`config.mk`:
```
export PLATFORM = sky130hd
export DESIGN_NAME = forward_cell_link_arbiter
export DESIGN_NICKNAME = d
export VERILOG_FILES = /design/src/rtl/forward_cell_link_arbiter.sv
export SDC_FILE = /design/constraint.sdc
export NUM_CORES = 1
export LEC_CHECK = 0
export ABC_CLOCK_PERIOD_IN_PS = 7100
export CAP_MARGIN = 20
export CORE_MARGIN = 1
export CORE_UTILIZATION = 30
export CTS_CLUSTER_SIZE = 28
export DETAILED_ROUTE_END_ITERATION = 10
export SLEW_MARGIN = 0
export SYNTH_ARGS = -nofsm -noshare
export SYNTH_HDL_FRONTEND = slang
export SYNTH_SLANG_ARGS = --single-unit
```
`constraint.sdc`:
```
create_clock -name ACLK -period 7.1 [get_ports ACLK]
set_clock_uncertainty 0.1 [all_clocks]
set_input_delay 2.13 -clock ACLK [delete_from_list [all_inputs] [get_ports ACLK]]
set_output_delay 2.13 -clock ACLK [all_outputs]
set_load 0.02 [all_outputs]
```
`src/rtl/forward_cell_link_arbiter.sv`:
```
// Two-source round-robin arbiter for a packet stream link.
// A grant holds until a TLAST release or an idle timeout, and at least one IDLE cycle separates grants.
module forward_cell_link_arbiter #(
  parameter int unsigned MAX_PKTS = 4,
  parameter int unsigned TIMEOUT  = 1000
) (
  input  logic        ACLK,
  input  logic        ARESET,
  input  logic        S00_REQ,
  input  logic        S01_REQ,
  input  logic        S00_ARB_REQ_SUPPRESS,
  input  logic        S01_ARB_REQ_SUPPRESS,
  input  logic        XFER,
  input  logic        XFER_TLAST,
  output logic        GRANT00,
  output logic        GRANT01,
  output logic        TIMEOUT_STROBE,
  output logic [15:0] PKT_COUNT00,
  output logic [15:0] PKT_COUNT01
);

  typedef enum logic [1:0] {StIdle, StGnt00, StGnt01} state_e;

  localparam logic [3:0]  MaxPktsLast = 4'(MAX_PKTS - 1);
  localparam logic [15:0] IdleLimit   = 16'(TIMEOUT - 1);

  state_e      state_q, state_d;
  logic        last_grant_q, last_grant_d;  // 0: source 00, 1: source 01
  logic [3:0]  pkt_in_grant_q, pkt_in_grant_d;
  logic [15:0] idle_cnt_q, idle_cnt_d;
  logic [15:0] pkt_count00_q, pkt_count00_d;
  logic [15:0] pkt_count01_q, pkt_count01_d;
  logic        timeout_strobe_q, timeout_strobe_d;

  logic elig00, elig01, src_req, tlast_beat;

  assign elig00     = S00_REQ & ~S00_ARB_REQ_SUPPRESS;
  assign elig01     = S01_REQ & ~S01_ARB_REQ_SUPPRESS;
  assign src_req    = (state_q == StGnt00) ? S00_REQ : S01_REQ;
  assign tlast_beat = XFER & XFER_TLAST;

  always_comb begin
    state_d          = state_q;
    last_grant_d     = last_grant_q;
    pkt_in_grant_d   = pkt_in_grant_q;
    idle_cnt_d       = idle_cnt_q;
    pkt_count00_d    = pkt_count00_q;
    pkt_count01_d    = pkt_count01_q;
    timeout_strobe_d = 1'b0;

    unique case (state_q)
      StIdle: begin
        // Source 00 wins a tie only when source 01 was granted last.
        if (elig00 && (!elig01 || last_grant_q)) begin
          state_d        = StGnt00;
          last_grant_d   = 1'b0;
          pkt_in_grant_d = 4'd0;
          idle_cnt_d     = 16'd0;
        end else if (elig01) begin
          state_d        = StGnt01;
          last_grant_d   = 1'b1;
          pkt_in_grant_d = 4'd0;
          idle_cnt_d     = 16'd0;
        end
      end
      StGnt00, StGnt01: begin
        if (XFER) begin
          idle_cnt_d = 16'd0;
        end else if (idle_cnt_q == IdleLimit) begin
          state_d          = StIdle;
          timeout_strobe_d = 1'b1;
        end else begin
          idle_cnt_d = idle_cnt_q + 16'd1;
        end

        if (tlast_beat) begin
          pkt_in_grant_d = pkt_in_grant_q + 4'd1;
          if (state_q == StGnt00) begin
            pkt_count00_d = pkt_count00_q + 16'd1;
          end else begin
            pkt_count01_d = pkt_count01_q + 16'd1;
          end
          if ((pkt_in_grant_q == MaxPktsLast) || !src_req) begin
            state_d = StIdle;
          end
        end
      end
      default: state_d = StIdle;
    endcase
  end

  always_ff @(posedge ACLK or posedge ARESET) begin
    if (ARESET) begin
      state_q          <= StIdle;
      last_grant_q     <= 1'b1;
      pkt_in_grant_q   <= 4'd0;
      idle_cnt_q       <= 16'd0;
      pkt_count00_q    <= 16'd0;
      pkt_count01_q    <= 16'd0;
      timeout_strobe_q <= 1'b0;
    end else begin
      state_q          <= state_d;
      last_grant_q     <= last_grant_d;
      pkt_in_grant_q   <= pkt_in_grant_d;
      idle_cnt_q       <= idle_cnt_d;
      pkt_count00_q    <= pkt_count00_d;
      pkt_count01_q    <= pkt_count01_d;
      timeout_strobe_q <= timeout_strobe_d;
    end
  end

  assign GRANT00        = (state_q == StGnt00);
  assign GRANT01        = (state_q == StGnt01);
  assign TIMEOUT_STROBE = timeout_strobe_q;
  assign PKT_COUNT00    = pkt_count00_q;
  assign PKT_COUNT01    = pkt_count01_q;

endmodule
```
=== After elaboration in Yosys (flattened, before gate mapping) ===
Index checks and enable logic that the tools add are counted.

* Output and inout bits: 35
* Bits in registers: 56
* Word-level logic and storage cells: 60

* Mux-type cells: 22
* Add/sub/neg operators: 4
* Reductions and logical operators: 14
* Bitwise operators: 6
* Equality and inequality tests: 7

{| class="wikitable"
|+ Operators with widths
! operator !! number
|-
| $mux 16 || 4
|-
| $add 16x1->16 const B || 3
|-
| $pmux 16 s2 || 1
|-
| $eq 16x10->1 const B || 1
|-
| $mux 2 || 6
|-
| $mux 4 || 3
|-
| $reduce_and 3->1 || 4
|-
| $pmux 4 s2 || 1
|-
| $mux 1 || 6
|-
| $ne 3x3->1 const B || 2
|-
| $add 4x1->4 const B || 1
|-
| $eq 4x2->1 const B || 1
|-
| $pmux 2 s2 || 1
|-
| $reduce_bool 2->1 || 2
|-
| $and 1x1->1 || 3
|-
| $not 1->1 || 3
|-
| $eq 2x1->1 const B || 1
|-
| $eq 2x2->1 const B || 1
|-
| $logic_not 1->1 || 2
|-
| $logic_not 2->1 || 1
|-
| $logic_or 1x1->1 || 2
|-
| $ne 2x2->1 const B || 1
|-
| $reduce_and 2->1 || 1
|-
| $reduce_or 2->1 || 1
|-
| $logic_and 1x1->1 || 1
|}

=== Depth between registers and ports, before layout ===
* Depth after elaboration: 7
* Depth in mapped cells: 9

=== Least setup slack after synthesis ===
OpenSTA, ideal clock, no wires.

* Path type: in2reg
* Start point: input S01_REQ
* End point: register idle_cnt_q[11]
* Stages: 5
* Setup slack: 3.604 ns
* Buffers on the path: 0
* Library setup time: 0.083 ns
* Data arrival time: 3.314 ns
* Cell sequence: or2b_2 a31oi_1 nand3_1 or3_1 o21ai_0

* Word-level cells in the longest chain between the ends: 6
* Elaborated cells between the ends (all ways): 8

{| class="wikitable"
|+ RTL lines
! what !! RTL line !! source
|-
| from (decl) || 10 || <nowiki>input logic S01_REQ,</nowiki>
|-
| $and 1x1->1 * || 38 || <nowiki>assign elig01 = S01_REQ & ~S01_ARB_REQ_SUPPRESS;</nowiki>
|-
| $logic_not 1->1 || 54 || <nowiki>if (elig00 && (!elig01 || last_grant_q)) begin</nowiki>
|-
| $logic_or 1x1->1 || 54 ||
|-
| $logic_and 1x1->1 || 54 ||
|-
| $ne 3x3->1 (no line) or $mux 16 (tied branches) || -- ||
|-
| $reduce_and 3->1 (no line) or $pmux 16 s2 (tied branches) || -- ||
|-
| to (signal assigned) || 105 || <nowiki>idle_cnt_q <= idle_cnt_d;</nowiki>
|-
| to (decl) || 30 || <nowiki>logic [15:0] idle_cnt_q, idle_cnt_d;</nowiki>
|}

Every way passes the cells marked *; elsewhere a longest branch is shown, timed or not.
A chain may end at the register's enable or synchronous reset.

=== Final worst setup path ===
* Start point: register state_q[1]
* End point: output GRANT00

* Word-level cells in the longest chain between the ends: 1

{| class="wikitable"
|+ RTL lines
! what !! RTL line !! source
|-
| from (decl) || 27 || <nowiki>state_e state_q, state_d;</nowiki>
|-
| from (signal assigned) || 94 || <nowiki>state_q <= StIdle;</nowiki>
|-
| from (signal assigned) || 102 || <nowiki>state_q <= state_d;</nowiki>
|-
| $eq 2x1->1 || 112 || <nowiki>assign GRANT00 = (state_q == StGnt00);</nowiki>
|-
| to (decl) || 15 || <nowiki>output logic GRANT00,</nowiki>
|}

No other way between the ends.

==> flow_metrics.env <==
export IMPL_status="finished, violations left"
export IMPL_gp_congestion=0.834
export IMPL_cts_root_buf="clkbuf_8"
export IMPL_ios=43
export IMPL_yosys_register_bits=56
export IMPL_track_usage_pct=12.5
export IMPL_post_cts_buffers=0
export IMPL_finalCritPeriodShare_pct=56.4
export IMPL_syn_nets=288
export IMPL_placed_area_um2=3290
export IMPL_cts_sinks=56
export IMPL_synth_cell_types=44
export IMPL_nets=331
export IMPL_ys_warn_count=0
export IMPL_synth_edff_count=0
export IMPL_wl_met3_um=223
export IMPL_numPortBuffers=42
export IMPL_drtIter0Drc=97
export IMPL_die_area_um2=9640
export IMPL_hold_path_class="reg -> reg"
export IMPL_yosysTopAreaCell="dfrtp_1"
export IMPL_powerDensity_nw_per_um2=279
export IMPL_postCtsHoldBufs=0
export IMPL_async_flop_share_pct=100
export IMPL_dr_wl_met2_mm=2.56
export IMPL_top_layer="met4"
export IMPL_tns_ns=0
export IMPL_numCtsBuffers=5
export IMPL_dr_total_vias=2170
export IMPL_postRouteAntennaNets=0
export IMPL_synth_top_area_share_pct=49.6
export IMPL_synthFlopType="dfrtp_1"
export IMPL_netlist_instances=272
export IMPL_finish_instance_area_um2=3400
export IMPL_core_rowCount=34
export IMPL_drive_above_1_share_pct=6.33
export IMPL_route_detailed_drc=4
export IMPL_final_hold_violation_count=0
export IMPL_routed_wirelength_mm=5.74
export IMPL_met1_length_mm=2.93
export IMPL_antenna_found_initial=0
export IMPL_cp_required_ns=4.87
export IMPL_post_synth_top_count_cell="dfrtp_1"
export IMPL_path_clk_slew_ns=0.10
export IMPL_synth_common_cells="dfrtp_1 (55), o21ai_0 (25), xnor2_1 (23), nand2_1 (22)"
export IMPL_cp_start_kind="register"
export IMPL_slew_violations=0
export IMPL_worst_slew_pin_slew_ns=0.791
export IMPL_clock_latency_ns=0.31
export IMPL_slew_headroom_pct=46.8
export IMPL_p_leak_nw=1.47
export IMPL_core_um2=8850
export IMPL_crit_fanout=5
export IMPL_start_util_pct=31.3
export IMPL_drtPass1Iterations=9
export IMPL_grt_first_pass_wirelength_mm=9.92
export IMPL_ys_seq_area_share_pct=50.6
export IMPL_crit_type="reg -> out"
export IMPL_fin_crit_ns=4.01
export IMPL_netlist_area_um2=2770
export IMPL_setup_violations=0
export IMPL_grt_overflow_total=0
export IMPL_ir_drop_mv=0.161
export IMPL_drv_max_cap_violation_count=0
export IMPL_fmax_mhz=250
export IMPL_vias_per_cell=5.12
export IMPL_end_kind="primary output"
export IMPL_routedWlPerCell_um=13.5
export IMPL_antenna_cells=0
export IMPL_cp_slowest_stage_delay_ns=0.65
export IMPL_dp_hpwl_mm=4.00
export IMPL_worstPathArrival_ns=1.78
export IMPL_violations="design-rule violations"
export IMPL_die_height_um=98.2
export IMPL_synthTopCellsByArea="dfrtp_1 (50%), xnor2_1 (7.3%), o21ai_0 (4.5%), ha_1 (3.6%), nand4_1 (3.6%)"
export IMPL_ctsResizeCount=0
export IMPL_cts_tree="done"
export IMPL_syn_avg_cell_area_um2=10.2
export IMPL_rsz0062_at_grt="false"
export IMPL_h_tree_depth=2
export IMPL_cp_cell_sequence="inv_1 -> ha_1 -> clkdlybuf4s50_1"
export IMPL_die_w_um=98.2
export IMPL_clockBufferDepth=2
export IMPL_grt_max_degree=57
export IMPL_grt_pass1_vias=2066
export IMPL_area_delta_synth_final_pct=22.6
export IMPL_crit_slowest_cell="clkdlybuf4s50_1"
==> final timing paths <==
kind,from,endpoint,slack (ns),cells past startpoint
setup / recovery,state_q[1],GRANT00,3.09,3
hold / removal,PKT_COUNT00[15],PKT_COUNT00[15],0.38,1
setup reg to reg,state_q[0],PKT_COUNT01[15],4.67,7
hold reg to reg,PKT_COUNT00[15],PKT_COUNT00[15],0.38,1
max in group asynchronous,ARESET,PKT_COUNT00[12],4.20,3
min in group asynchronous,ARESET,PKT_COUNT01[4],2.24,3
==> cell usage in the layout (no fill, tap or decap), drive strengths merged, types with 2 or more instances in the layout <==
master	netlist	final
a21oi	10	10
and3	9	9
a31oi	6	6
nand3	17	17
dfrtp	55	55
nor3b	2	2
a22o	4	4
and4	3	3
xnor2	23	23
inv	7	8
nor3	6	6
clkbuf	2	6
clkdlybuf4s50	0	42
mux2	3	3
o31ai	2	2
o21ai	27	27
or2b	2	2
nand4	16	16
xor2	7	7
nand2	22	22
nor2	17	17
or4	3	3
ha	8	8
and2	4	4
==> stage by stage <==
stage | instances | total power [mW] | util [%] | hold slack, ns | worst slack, ns
final | 424 | 0.949 | 38.4 | 0.380 | 3.09
after global routing | 424 | 1.01 | 38.4 | 0.409 | 2.96
after CTS | 424 | 0.963 | 38.4 | 0.383 | 3.06
after detailed placement | 416 | 0.745 | 37.2 | 0.367 | 2.82
after global placement | 416 | 0.736 | 37.2 | 0.362 | 2.84
after floorplan | 272 | 0.646 | - | 0.345 | 3.50
==> report_power, final <==
group          leakage [nW]  internal (mW)  switching (mW)
Clock                0.0558          0.107           0.108
Sequential            0.763          0.361          0.0472
Combinational         0.653          0.134           0.193
==> per-layer routing <==
metal  vias up  GRT usage, %
li1       1061             -
met1      1060          17.1
met2        45          20.3
met3         4          2.58
met4         0          3.10
met5         -             0
==> critical path, delay by kind of cell (launching register included) <==
family,cells,cell delay [ns]
flops,1,0.43
fa+ha+maj,1,0.29
buf+inv,2,0.76
==> sequential cells by signal, indices dropped and copies added (netlist names) <==
| name | cells |
|---|---|
| idle_cnt_q | 16 |
| TIMEOUT_STROBE | 1 |
| state_q | 2 |
| pkt_in_grant_q | 4 |
| PKT_COUNT01 | 16 |
| PKT_COUNT00 | 16 |
| last_grant_q | 1 |
==> cell type report <==
| class | count | area [µm²] |
|---|---|---|
| fillers | 882 | 5450 |
| flip-flops and latches | 56 | 1400 |
| multi-input cells | 202 | 1300 |
| repair buffers | 43 | 428 |
| well taps | 108 | 135 |
| clock buffers | 6 | 72.6 |
| clock inverters | 2 | 38.8 |
| inverters | 7 | 26.3 |
==> kinds of logic (layout without fill, tap and decap cells) <==
group / Yosys count / after routing / synth area share, %
simple gates: 105 / 105 / 20.2
flops: 56 / 56 / 50.6
compound gates: 55 / 55 / 11.9
xor+xnor: 30 / 30 / 9.47
buf+inv: 14 / 58 / 2.71
fa+ha+maj: 8 / 8 / 3.61
mux: 4 / 4 / 1.58
(Power assumes the default switching activity.)
